--- config.mk ---
export PLATFORM = sky130hd
export DESIGN_NAME = ring_vc_input_buffer
export DESIGN_NICKNAME = d
export VERILOG_FILES = /design/src/rtl/ring_pkg.sv /design/src/rtl/ring_vc_input_buffer_vc_slot.sv /design/src/rtl/ring_vc_input_buffer.sv
export SDC_FILE = /design/constraint.sdc
export NUM_CORES = 1
export LEC_CHECK = 0
export CORE_UTILIZATION = 55
export CTS_BUF_LIST = sky130_fd_sc_hd__clkbuf_4
export DETAILED_ROUTE_END_ITERATION = 16
export GPL_ROUTABILITY_DRIVEN = 0
export GPL_TIMING_DRIVEN = 0
export PLACE_DENSITY = 0.93
export SLEW_MARGIN = 20
export SYNTH_ARGS = -nofsm -noshare
export SYNTH_HDL_FRONTEND = slang
export SYNTH_SLANG_ARGS = --single-unit
--- constraint.sdc ---
create_clock -name clk -period 2.6 [get_ports clk]
set_input_delay 0.52 -clock clk [delete_from_list [all_inputs] [get_ports clk]]
set_output_delay 0.52 -clock clk [all_outputs]
set_load 0.02 [all_outputs]
--- src/rtl/ring_pkg.sv ---
// ring_pkg: VC identifiers, packet field positions and the hop-shift helper shared by the ring input buffer.
package ring_pkg;

    localparam logic VC_EVEN = 1'b0;
    localparam logic VC_ODD  = 1'b1;

    localparam int PKT_W       = 64;
    localparam int PKT_VC_BIT  = PKT_W - 1;
    localparam int PKT_HOP_LSB = 48;
    localparam int PKT_HOP_W   = 8;

    // Shifts the hop field [lsb+w-1:lsb] right by one (zero fill); all other bits pass through.
    function automatic logic [PKT_W-1:0] hop_shift(input logic [PKT_W-1:0] p, input int lsb, input int w);
        logic [PKT_W-1:0] r;
        r = p;
        for (int i = 0; i < PKT_W; i++)
            if (i >= lsb && i < lsb + w)
                r[i] = (i + 1 < lsb + w) ? p[i+1] : 1'b0;
        return r;
    endfunction

endpackage

--- src/rtl/ring_vc_input_buffer_vc_slot.sv ---
// vc_slot: one-entry packet register with full flag.
//   clk, rst_n   clock, asynchronous active-low reset
//   wr_en_i      load data_i and set full
//   rd_en_i      clear full (data is left stale)
//   data_i       packet to store
//   full_o       entry occupied
//   data_o       stored packet
module vc_slot #(
    parameter int W = 64
) (
    input  logic         clk,
    input  logic         rst_n,
    input  logic         wr_en_i,
    input  logic         rd_en_i,
    input  logic [W-1:0] data_i,
    output logic         full_o,
    output logic [W-1:0] data_o
);

    logic         full_q;
    logic [W-1:0] data_q;

    always_ff @(posedge clk or negedge rst_n)
        if (!rst_n) begin
            full_q <= 1'b0;
            data_q <= '0;
        end else begin
            full_q <= wr_en_i ? 1'b1 : (rd_en_i ? 1'b0 : full_q);
            data_q <= wr_en_i ? data_i : data_q;
        end

    assign full_o = full_q;
    assign data_o = data_q;

endmodule

--- src/rtl/ring_vc_input_buffer.sv ---
// ring_vc_input_buffer: router input port with two single-entry VCs swapped by global polarity.
//   clk, reset        clock, asynchronous active-low reset
//   polarity          1: external VC is VC0, internal VC1; 0: the reverse
//   in_si/in_ri/in_di upstream strobe, ready, packet (bit DATA_W-1 selects the VC)
//   out_so/out_ro/out_do downstream strobe, ready, packet with hop field shifted right
//   vc_full           occupancy per VC
//   vc_err            one-cycle pulse after a packet dropped for VC mismatch
//   drop_cnt          saturating dropped-packet count
module ring_vc_input_buffer
    import ring_pkg::*;
#(
    parameter int DATA_W  = PKT_W,
    parameter int HOP_LSB = PKT_HOP_LSB,
    parameter int HOP_W   = PKT_HOP_W,
    parameter int CNT_W   = 8
) (
    input  logic              clk,
    input  logic              reset,
    input  logic              polarity,
    input  logic              in_si,
    output logic              in_ri,
    input  logic [DATA_W-1:0] in_di,
    output logic              out_so,
    input  logic              out_ro,
    output logic [DATA_W-1:0] out_do,
    output logic [1:0]        vc_full,
    output logic              vc_err,
    output logic [CNT_W-1:0]  drop_cnt
);

    logic              ext_vc, int_vc, acc, match, wr;
    logic [1:0]        wr_en, rd_en;
    logic [DATA_W-1:0] slot_data [2];
    logic              err_q, err_d;
    logic [CNT_W-1:0]  cnt_q, cnt_d;

    assign ext_vc = ~polarity;
    assign int_vc = polarity;
    assign in_ri  = ~vc_full[ext_vc];
    assign acc    = in_si & in_ri;
    assign match  = in_di[DATA_W-1] == ext_vc;
    assign wr     = acc & match;
    assign out_so = vc_full[int_vc] & out_ro;

    // ext_vc and int_vc always differ, so a slot is never written and read together.
    assign wr_en = {wr & (ext_vc == VC_ODD), wr & (ext_vc == VC_EVEN)};
    assign rd_en = {out_so & (int_vc == VC_ODD), out_so & (int_vc == VC_EVEN)};

    genvar v;
    generate
        for (v = 0; v < 2; v++) begin : g_slot
            vc_slot #(.W(DATA_W)) u_slot (
                .clk     (clk),
                .rst_n   (reset),
                .wr_en_i (wr_en[v]),
                .rd_en_i (rd_en[v]),
                .data_i  (in_di),
                .full_o  (vc_full[v]),
                .data_o  (slot_data[v])
            );
        end
    endgenerate

    assign out_do = out_so ? DATA_W'(hop_shift(PKT_W'(slot_data[int_vc]), HOP_LSB, HOP_W)) : '0;

    always_comb begin
        err_d = acc & ~match;
        cnt_d = (err_d && !(&cnt_q)) ? cnt_q + 1'b1 : cnt_q;
    end

    always_ff @(posedge clk or negedge reset)
        if (!reset) begin
            err_q <= 1'b0;
            cnt_q <= '0;
        end else begin
            err_q <= err_d;
            cnt_q <= cnt_d;
        end

    assign vc_err   = err_q;
    assign drop_cnt = cnt_q;

endmodule

==> results.md, run 1 <==
Drt:
- The number of design rule violations left after detail routing is 0.
- The first TritonRoute pass finished after 4 iterations.
- The count of nets left with antenna violations once routing finished came out at 0.
- The sum of routed wire length over all layers is 13180 µm.
- The detailed-route via count is 4051.
- In this run, the number of DRC markers left after iteration 0 of detailed routing was 152.
- The via-per-instance ratio is 5.650.
- After detailed routing, the average wire length per cell comes to 18.38 µm.

Pwr:
- In this run the power density over the cells is 1002 mW/mm².
- Overall power consumption after layout is estimated at 8.016 mW.
- Summed over all cells, the static leakage comes to 3.447 nW.
- Across the VDD grid, the largest voltage drop is 0.5410 mV.

STA:
- The routed design could run at a clock period as short as 2.469 ns.
- Setup violations remaining at the end of the flow were counted as 0.
- The worst setup skew after layout is 0.01325 ns.
- The hold violation count in the final report is 0.
- At the pin with the least slew margin, the transition time is 0.6536 ns.
- The number of max-slew violations in the final report was 0.
- Timing would allow up to 0.4051 GHz.
- Adding up every negative setup slack in the final design gives 0 ns.
- Setup repair after global routing left no endpoint under its margin.
- The worst pin sits at a relative slew slack of 0.5628.
- Dividing the final minimum period by the clock period gives 0.9495.
- In the post-route analysis, the smallest setup slack over all paths is 0.1314 ns.

Setup path:
- The endpoint type of the worst setup path is an output pin.
- Along the worst path, the maximum fanout reaches 10.
- STA puts the critical path data arrival time at 1.95 ns.
- The data required time at the worst endpoint is 2.08 ns.
- The type of origin of the critical path is a flip-flop.
- The critical path in this run is classified as reg2out.

Synth:
- The number of distinct library cells after synthesis is 35.
- The post-synthesis register bit count is 137.
- The mapped netlist covers 0.005944 mm².
- The sequential element share of the synthesized area is 0.5767.
- The number of synthesis warnings is 0.
- The synthesized design contains 0 enable-type register cells.
- The share of synthesized area in the top cell type comes to 0.5767.
- Synthesis produced 402 cells.
- After synthesis, the cell types taking the most area are dfrtp_1 58%, mux2_2 17%, a22o_1 9.3%, mux2_1 7.4%, buf_6 2.5%.
- Of all flip-flops after synthesis, the portion carrying an async set or reset was 1.000.
- The cell with the most instances after synthesis is dfrtp_1.
- In the synthesized netlist the dominant register cell turns out to be dfrtp_1.
- The average footprint of a synthesized cell is 14.79 µm².
- The synthesized net count is 472.
- The most area-hungry cell type in the Yosys netlist is dfrtp_1.
- By count the netlist is led by 137 x dfrtp_1, 88 x mux2_2, 63 x a22o_1.

Cells and area:
- The antenna cell count is 0.
- The post-synthesis to final-layout area growth is 34.60%.
- The post-layout utilization of the core is 0.7682.
- The final-stage net count is 639.
- After filler insertion, the fill cell instance count of the layout stands at 661.
- The final instance count without filler cells is 717.
- The share of cells above drive strength 1 is 0.3804.

GRT:
- The pin count of the biggest net entering global routing is 72.
- The aggregate global-route resource usage is 0.2542.
- For this run the aggregate overflow at the end of global routing stands at 0.
- The wire length of the first global-routing pass is 21770 µm.
- The number of global-route vias before repair is 4410.
- The initial antenna violation count is 0.

Place:
- Buffers placed on the I/O ports in this run total 142.
- The post-placement worst setup slack is -0.4796 ns.
- Including well taps, the total number of placed cells is 681.
- The estimated wirelength of the detail-placed design is 9206 µm.

CTS:
- At the later pin of the worst-skew pair, clock insertion delay measures 0.53 ns.
- The root cell of the clock tree is clkbuf_4.
- TritonCTS built the clock tree.
- The H-tree depth reported by CTS is 4.
- Clock tree synthesis found a total of 137 sinks.
- Counting along the longest clock path gives a buffer depth of 2.
- The clock-pin slew on the worst setup and hold paths is 0.11 ns.
- The number of clock buffers added by TritonCTS is 17.

Floorplanning:
- The area of the core region is 0.01042 mm².
- The floorplan has 37 rows.
- The floorplan die area is 0.01123 mm².
- The effective utilization at floorplan is 0.5707.
- During I/O placement, the number of pins put on the boundary was 146.
- The vertical extent of the die is 106.0 µm.
- From left edge to right edge, the die measures 106.0 µm.

Flow run:
- Max-cap violations in this run came to 0.

Min path:
- The worst min-delay path category is reg2reg.

Status:
- The run finished with clean final reports.
## worst max-delay path: stages, from the launching register on
cell	delay, ns
dfrtp_1	0.37
inv_1	0.08
nor3b_4	0.23
buf_6	0.18
buf_6	0.16
a22o_1	0.15
clkdlybuf4s15_2	0.26
## cells in the final DEF (no fill, tap or decap), types with 7 or more instances in the layout
cell type        Yosys  final
dfrtp_1            137    136
mux2_2              88     88
clkdlybuf4s50_1      0     77
a22o_1              63     63
clkdlybuf4s15_2      0     44
mux2_1              39     39
buf_6               13     22
clkbuf_4             0     18
buf_4                4     13
buf_2               14      9
clkbuf_2             0      7
## final cells by class
type | count | area, µm² | area share
buffer | 31 | 311.5 | 0.03894
inverter | 4 | 15.01 | 0.001876
timing repair buffer | 148 | 1471 | 0.1839
multi-input combinational | 230 | 2266 | 0.2832
clock buffer | 18 | 135.1 | 0.01689
tap | 136 | 170.2 | 0.02127
clock inverter | 13 | 202.7 | 0.02533
sequential | 137 | 3430 | 0.4286
## power by group
part | switching, mW | leakage [nW] | internal, mW | total (mW)
logic | 1.18 | 1.64 | 1.51 | 2.69
clock network | 0.737 | 0.169 | 0.859 | 1.60
registers | 0.575 | 1.64 | 3.16 | 3.73
total | 2.49 | 3.45 | 5.53 | 8.02
## per-layer routing
layer | track usage | part of all wire | vias to the layer above | wire length (µm)
met1 | 0.3003 | 0.41 | 2070 | 5379
met4 | 0.06647 | 0.012 | 0 | 153
li1 | - | - | 1827 | -
met3 | 0.1042 | 0.074 | 17 | 979
met2 | 0.4304 | 0.51 | 137 | 6664
met5 | 0 | 0 | - | 0
## repair_timing
action                                  4_1_cts  5_1_grt
buffers inserted                              3        0
resized for setup                           197       26
endpoints found under the setup margin       63       59
hold endpoints to repair                     66        0
hold buffers                                  1        0
pin swaps                                     0        1
cloned                                        1        0
## state kept, by name, summed over array words and instances, names as in the netlist
register and cells:
g_slot.u_slot.full_o 2, vc_err 1, drop_cnt 8, g_slot.u_slot.data_o 126
## kinds of logic after synthesis
group	synth area share
AO/OA/AOI/OAI	0.09956
AND/OR/NAND/NOR	0.02716
multiplexers	0.2439
other	0.0006308
adder cells (fa/ha/maj)	0.002104
flip-flops	0.5767
buffers and inverters	0.04399
XOR/XNOR	0.005895
## final timing paths
check,slack [ns],endpoint,cells after the start,from
worst max register to register,0.73,g_slot[1].u_slot.data_o[5],4,g_slot[1].u_slot.full_o
min in group asynchronous,0.52,g_slot[1].u_slot.data_o[8],2,reset
worst max-delay path,0.13,out_do[6],6,g_slot[0].u_slot.full_o
worst min-delay path,0.49,g_slot[1].u_slot.data_o[63],1,g_slot[1].u_slot.data_o[63]
max in group asynchronous,1.37,g_slot[1].u_slot.data_o[27],3,reset
worst min register to register,0.49,g_slot[1].u_slot.data_o[63],1,g_slot[1].u_slot.data_o[63]
## stage by stage
step / cell area (µm²) / hold WS [ns]
floorplan: 5944 / 0.2244
global placement: 7536 / 0.4668
detailed placement: 7569 / 0.4637
CTS: 8060 / 0.4551
global route: 8001 / 0.4502
finish: 8001 / 0.4871
No activity file was read; power rests on OpenSTA's default activity.
==> run 2: changes to the inputs <==
--- a/config.mk
+++ b/config.mk
@@ -11,6 +11,7 @@
 export GPL_ROUTABILITY_DRIVEN = 0
 export GPL_TIMING_DRIVEN = 0
 export PLACE_DENSITY = 0.93
+export RECOVER_POWER = 50
 export SLEW_MARGIN = 20
 export SYNTH_ARGS = -nofsm -noshare
 export SYNTH_HDL_FRONTEND = slang
==> results.md, run 2 (synthesis gave the netlist of run 1 again) <==
Place:
- The number of buffers added on ports is 142.
- The estimated wirelength of the detail-placed design is 9206 µm.
- The number of placed cells counting well taps is 681.

GRT:
- The initial antenna violation count is 0.
- The number of global-route vias before repair is 4410.
- The wire length of the first global-routing pass is 21770 µm.
- Global routing finished with a remaining overflow of 0.
- The pin count of the biggest net entering global routing is 72.
- In the global route stage, overall resource usage came out at 0.2542.

CTS:
- Buffers inserted during clock tree synthesis total 17.
- The clock-pin slew on the worst setup and hold paths is 0.11 ns.
- The buffer levels on the longest clock path is 2.
- TritonCTS built the clock tree.
- The cell sitting at the root of the clock tree is a clkbuf_4.
- At the later pin of the worst-skew pair, clock insertion delay measures 0.52 ns.
- The H-tree depth reported by CTS is 4.
- The number of sinks driven by the clock tree is 137.

Cells and area:
- The register with the most flip-flops in the layout has 126 of them.
- The area growth from synthesis to layout is 33.76%.
- The final-stage net count is 639.
- The share of cells above drive strength 1 is 0.3735.
- The final instance count without filler cells is 717.
- The post-layout utilization of the core is 0.7634.
- The leading cell type in the layout, fill and taps excluded is dfrtp_1.
- In the layout the commonest cells are 136 x dfrtp_1, 88 x mux2_2, 77 x clkdlybuf4s50_1.
- The antenna cell count is 0.

STA:
- The transition time at the pin with the least slew margin is 1.681 ns.
- The hold violation count in the final report came to 0.
- The share of the clock period used by the worst path is 0.9439.
- The highest clock frequency the design can meet is 0.4075 GHz.
- Clock skew on the completed layout was measured at 0.01207 ns.
- For the finished layout, the period the worst path requires is 2.454 ns.
- Setup violations remaining at the end of the flow were counted as 0.
- In this run the tightest slew margin relative to its limit is -0.1205.
- The number of max-slew violations in the final report is 67.
- Setup repair after global routing left no endpoint under its margin.

Drt:
- The detailed-route wire length per cell is 18.35 µm.
- The detailed router placed 4046 vias in this run.
- After detailed routing, the number of vias per cell comes to 5.643.
- The number of DRC markers after the initial detailed-route iteration is 142.
- The number of design rule violations left after detail routing is 0.
- The first detailed-routing pass took 4 iterations.
- The detail route stage leaves a number of antenna-violating nets equal to 0.
- The sum of routed wire length over all layers is 13160 µm.

Floorplanning:
- The floorplan die area is 0.01123 mm².
- The die is 106.0 µm tall.
- The count of boundary I/O pins is 146.
- The effective utilization at floorplan is 0.5707.
- The area of the core region is 0.01042 mm².
- The number of placement rows is 37.
- The die is 106.0 µm wide.

Pwr:
- In this run the power spent charging and discharging nets is 2.478 mW.
- Of the total power, combinational logic draws 0.334.
- The total power density per cell area is 1005 mW/mm².
- The worst-case IR drop observed on VDD is 0.5410 mV.
- The portion of total power attributed to the clock network is 0.198.
- The cell internal power dissipation is 5.515 mW.
- The static leakage is 3.423 nW.
- Of the total power, registers draw 0.467.
- The fraction of power spent switching nets is 0.3100.

Status:
- The final reports fail on capacitance limit, slew limit.
- The flow ran to the end, but the final reports show violations.

Flow run:
- Across the run, the number of max-cap violations was 1.

Min path:
- The endpoint of the worst hold path is g_slot[1].u_slot.data_o[63].
- Along the worst hold path, the cell count comes to 1.
- The worst min-delay path category is reg2reg.
- The launch point of the worst hold path is g_slot[1].u_slot.data_o[63].

Setup path:
- The category of the most critical setup path is reg2out.
- The biggest fanout along the worst timing path is 10.
- Data arrives at the worst endpoint at 1.93 ns.
- The worst register-to-register path ends at g_slot[1].u_slot.data_o[55].
- The type of origin of the critical path is a flip-flop.
- Measured in cells, the most critical reg-to-reg path has a length of 4.
- The startpoint of the lowest-slack register-to-register path is g_slot[1].u_slot.full_o.
- The register-to-register setup slack is 0.20 ns.
- The data required time at the worst endpoint is 2.08 ns.
- The endpoint type of the worst setup path is an output pin.
==> run 2: cell types whose count changed in the layout (fill, tap and decap cells not counted), sizes merged <==
| cell | previous run | this run |
|---|---|---|
| buf | 46 | 40 |
| inv | 4 | 3 |
| clkinv | 5 | 6 |
| clkbuf | 25 | 31 |
==> run 2: power groups by stage <==
stage | Combinational (mW) | Clock (mW) | Sequential, mW
finish | 2.67 | 1.59 | 3.74
global route | 2.87 | 1.73 | 3.87
CTS | 2.74 | 1.62 | 3.73
detailed placement | 2.71 | 0 | 3.81
global placement | 2.60 | 0 | 3.70
floorplan | 1.69 | 0 | 3.66
==> run 2: worst max-delay path by stage <==
stage | startpoint | to | slack, ns | depth (start not counted)
finish | g_slot[0].u_slot.full_o | out_do[6] | 0.15 | 6
global route | g_slot[0].u_slot.full_o | out_do[4] | 0.002 | 6
CTS | out_ro | out_do[52] | -0.05 | 6
detailed placement | out_ro | out_do[6] | -0.48 | 6
global placement | reset | g_slot[0].u_slot.data_o[37] | -4.04 | 1
floorplan | polarity | out_do[10] | 0.67 | 5
==> run 2: metrics by stage <==
stage	hold WS, ns	power [mW]	setup TNS [ns]	setup slack, ns	instance area (µm²)
4_1_cts	0.4551	8.097	-0.3929	-0.04858	8060
3_3_place_gp	0.4668	6.304	-579.69	-4.043	7536
3_5_place_dp	0.4637	6.521	-27.05	-0.4796	7569
6_report	0.4852	7.993	0	0.1459	7951
5_1_grt	0.5093	8.470	0	0.001549	7951
2_1_floorplan	0.2244	5.352	0	0.6693	5944
==> run 2: timing repair <==
item / 4_1_cts / 5_1_grt
resized for setup: 197 / 26
endpoints found under the hold margin: 66 / 0
pin swaps: 0 / 1
setup endpoints to repair: 63 / 59
gates cloned: 1 / 0
buffers inserted: 3 / 0
hold buffers: 1 / 0
==> run 2: routing by layer <==
metal	track usage	routed length [µm]	vias up
li1	-	-	1827
met1	0.3003	5408	2073
met2	0.4304	6673	132
met3	0.1042	959	14
met4	0.06647	116	0
met5	0	0	-
==> run 2: cell type report <==
cell class	instances	area, µm²
Clock inverter	13	202.7
Inverter	4	15.01
Multi-Input combinational cell	230	2256
Clock buffer	18	135.1
Timing Repair Buffer	148	1461
Tap cell	136	170.2
Fill cell	673	2465
Buffer	31	281.5
Sequential cell	137	3430
==> run 2: critical path: stages (launching register included) <==
cell	delay (ns)
dfrtp_1	0.37
inv_1	0.08
nor3b_4	0.23
buf_6	0.18
buf_6	0.15
a22o_1	0.15
clkdlybuf4s15_2	0.26
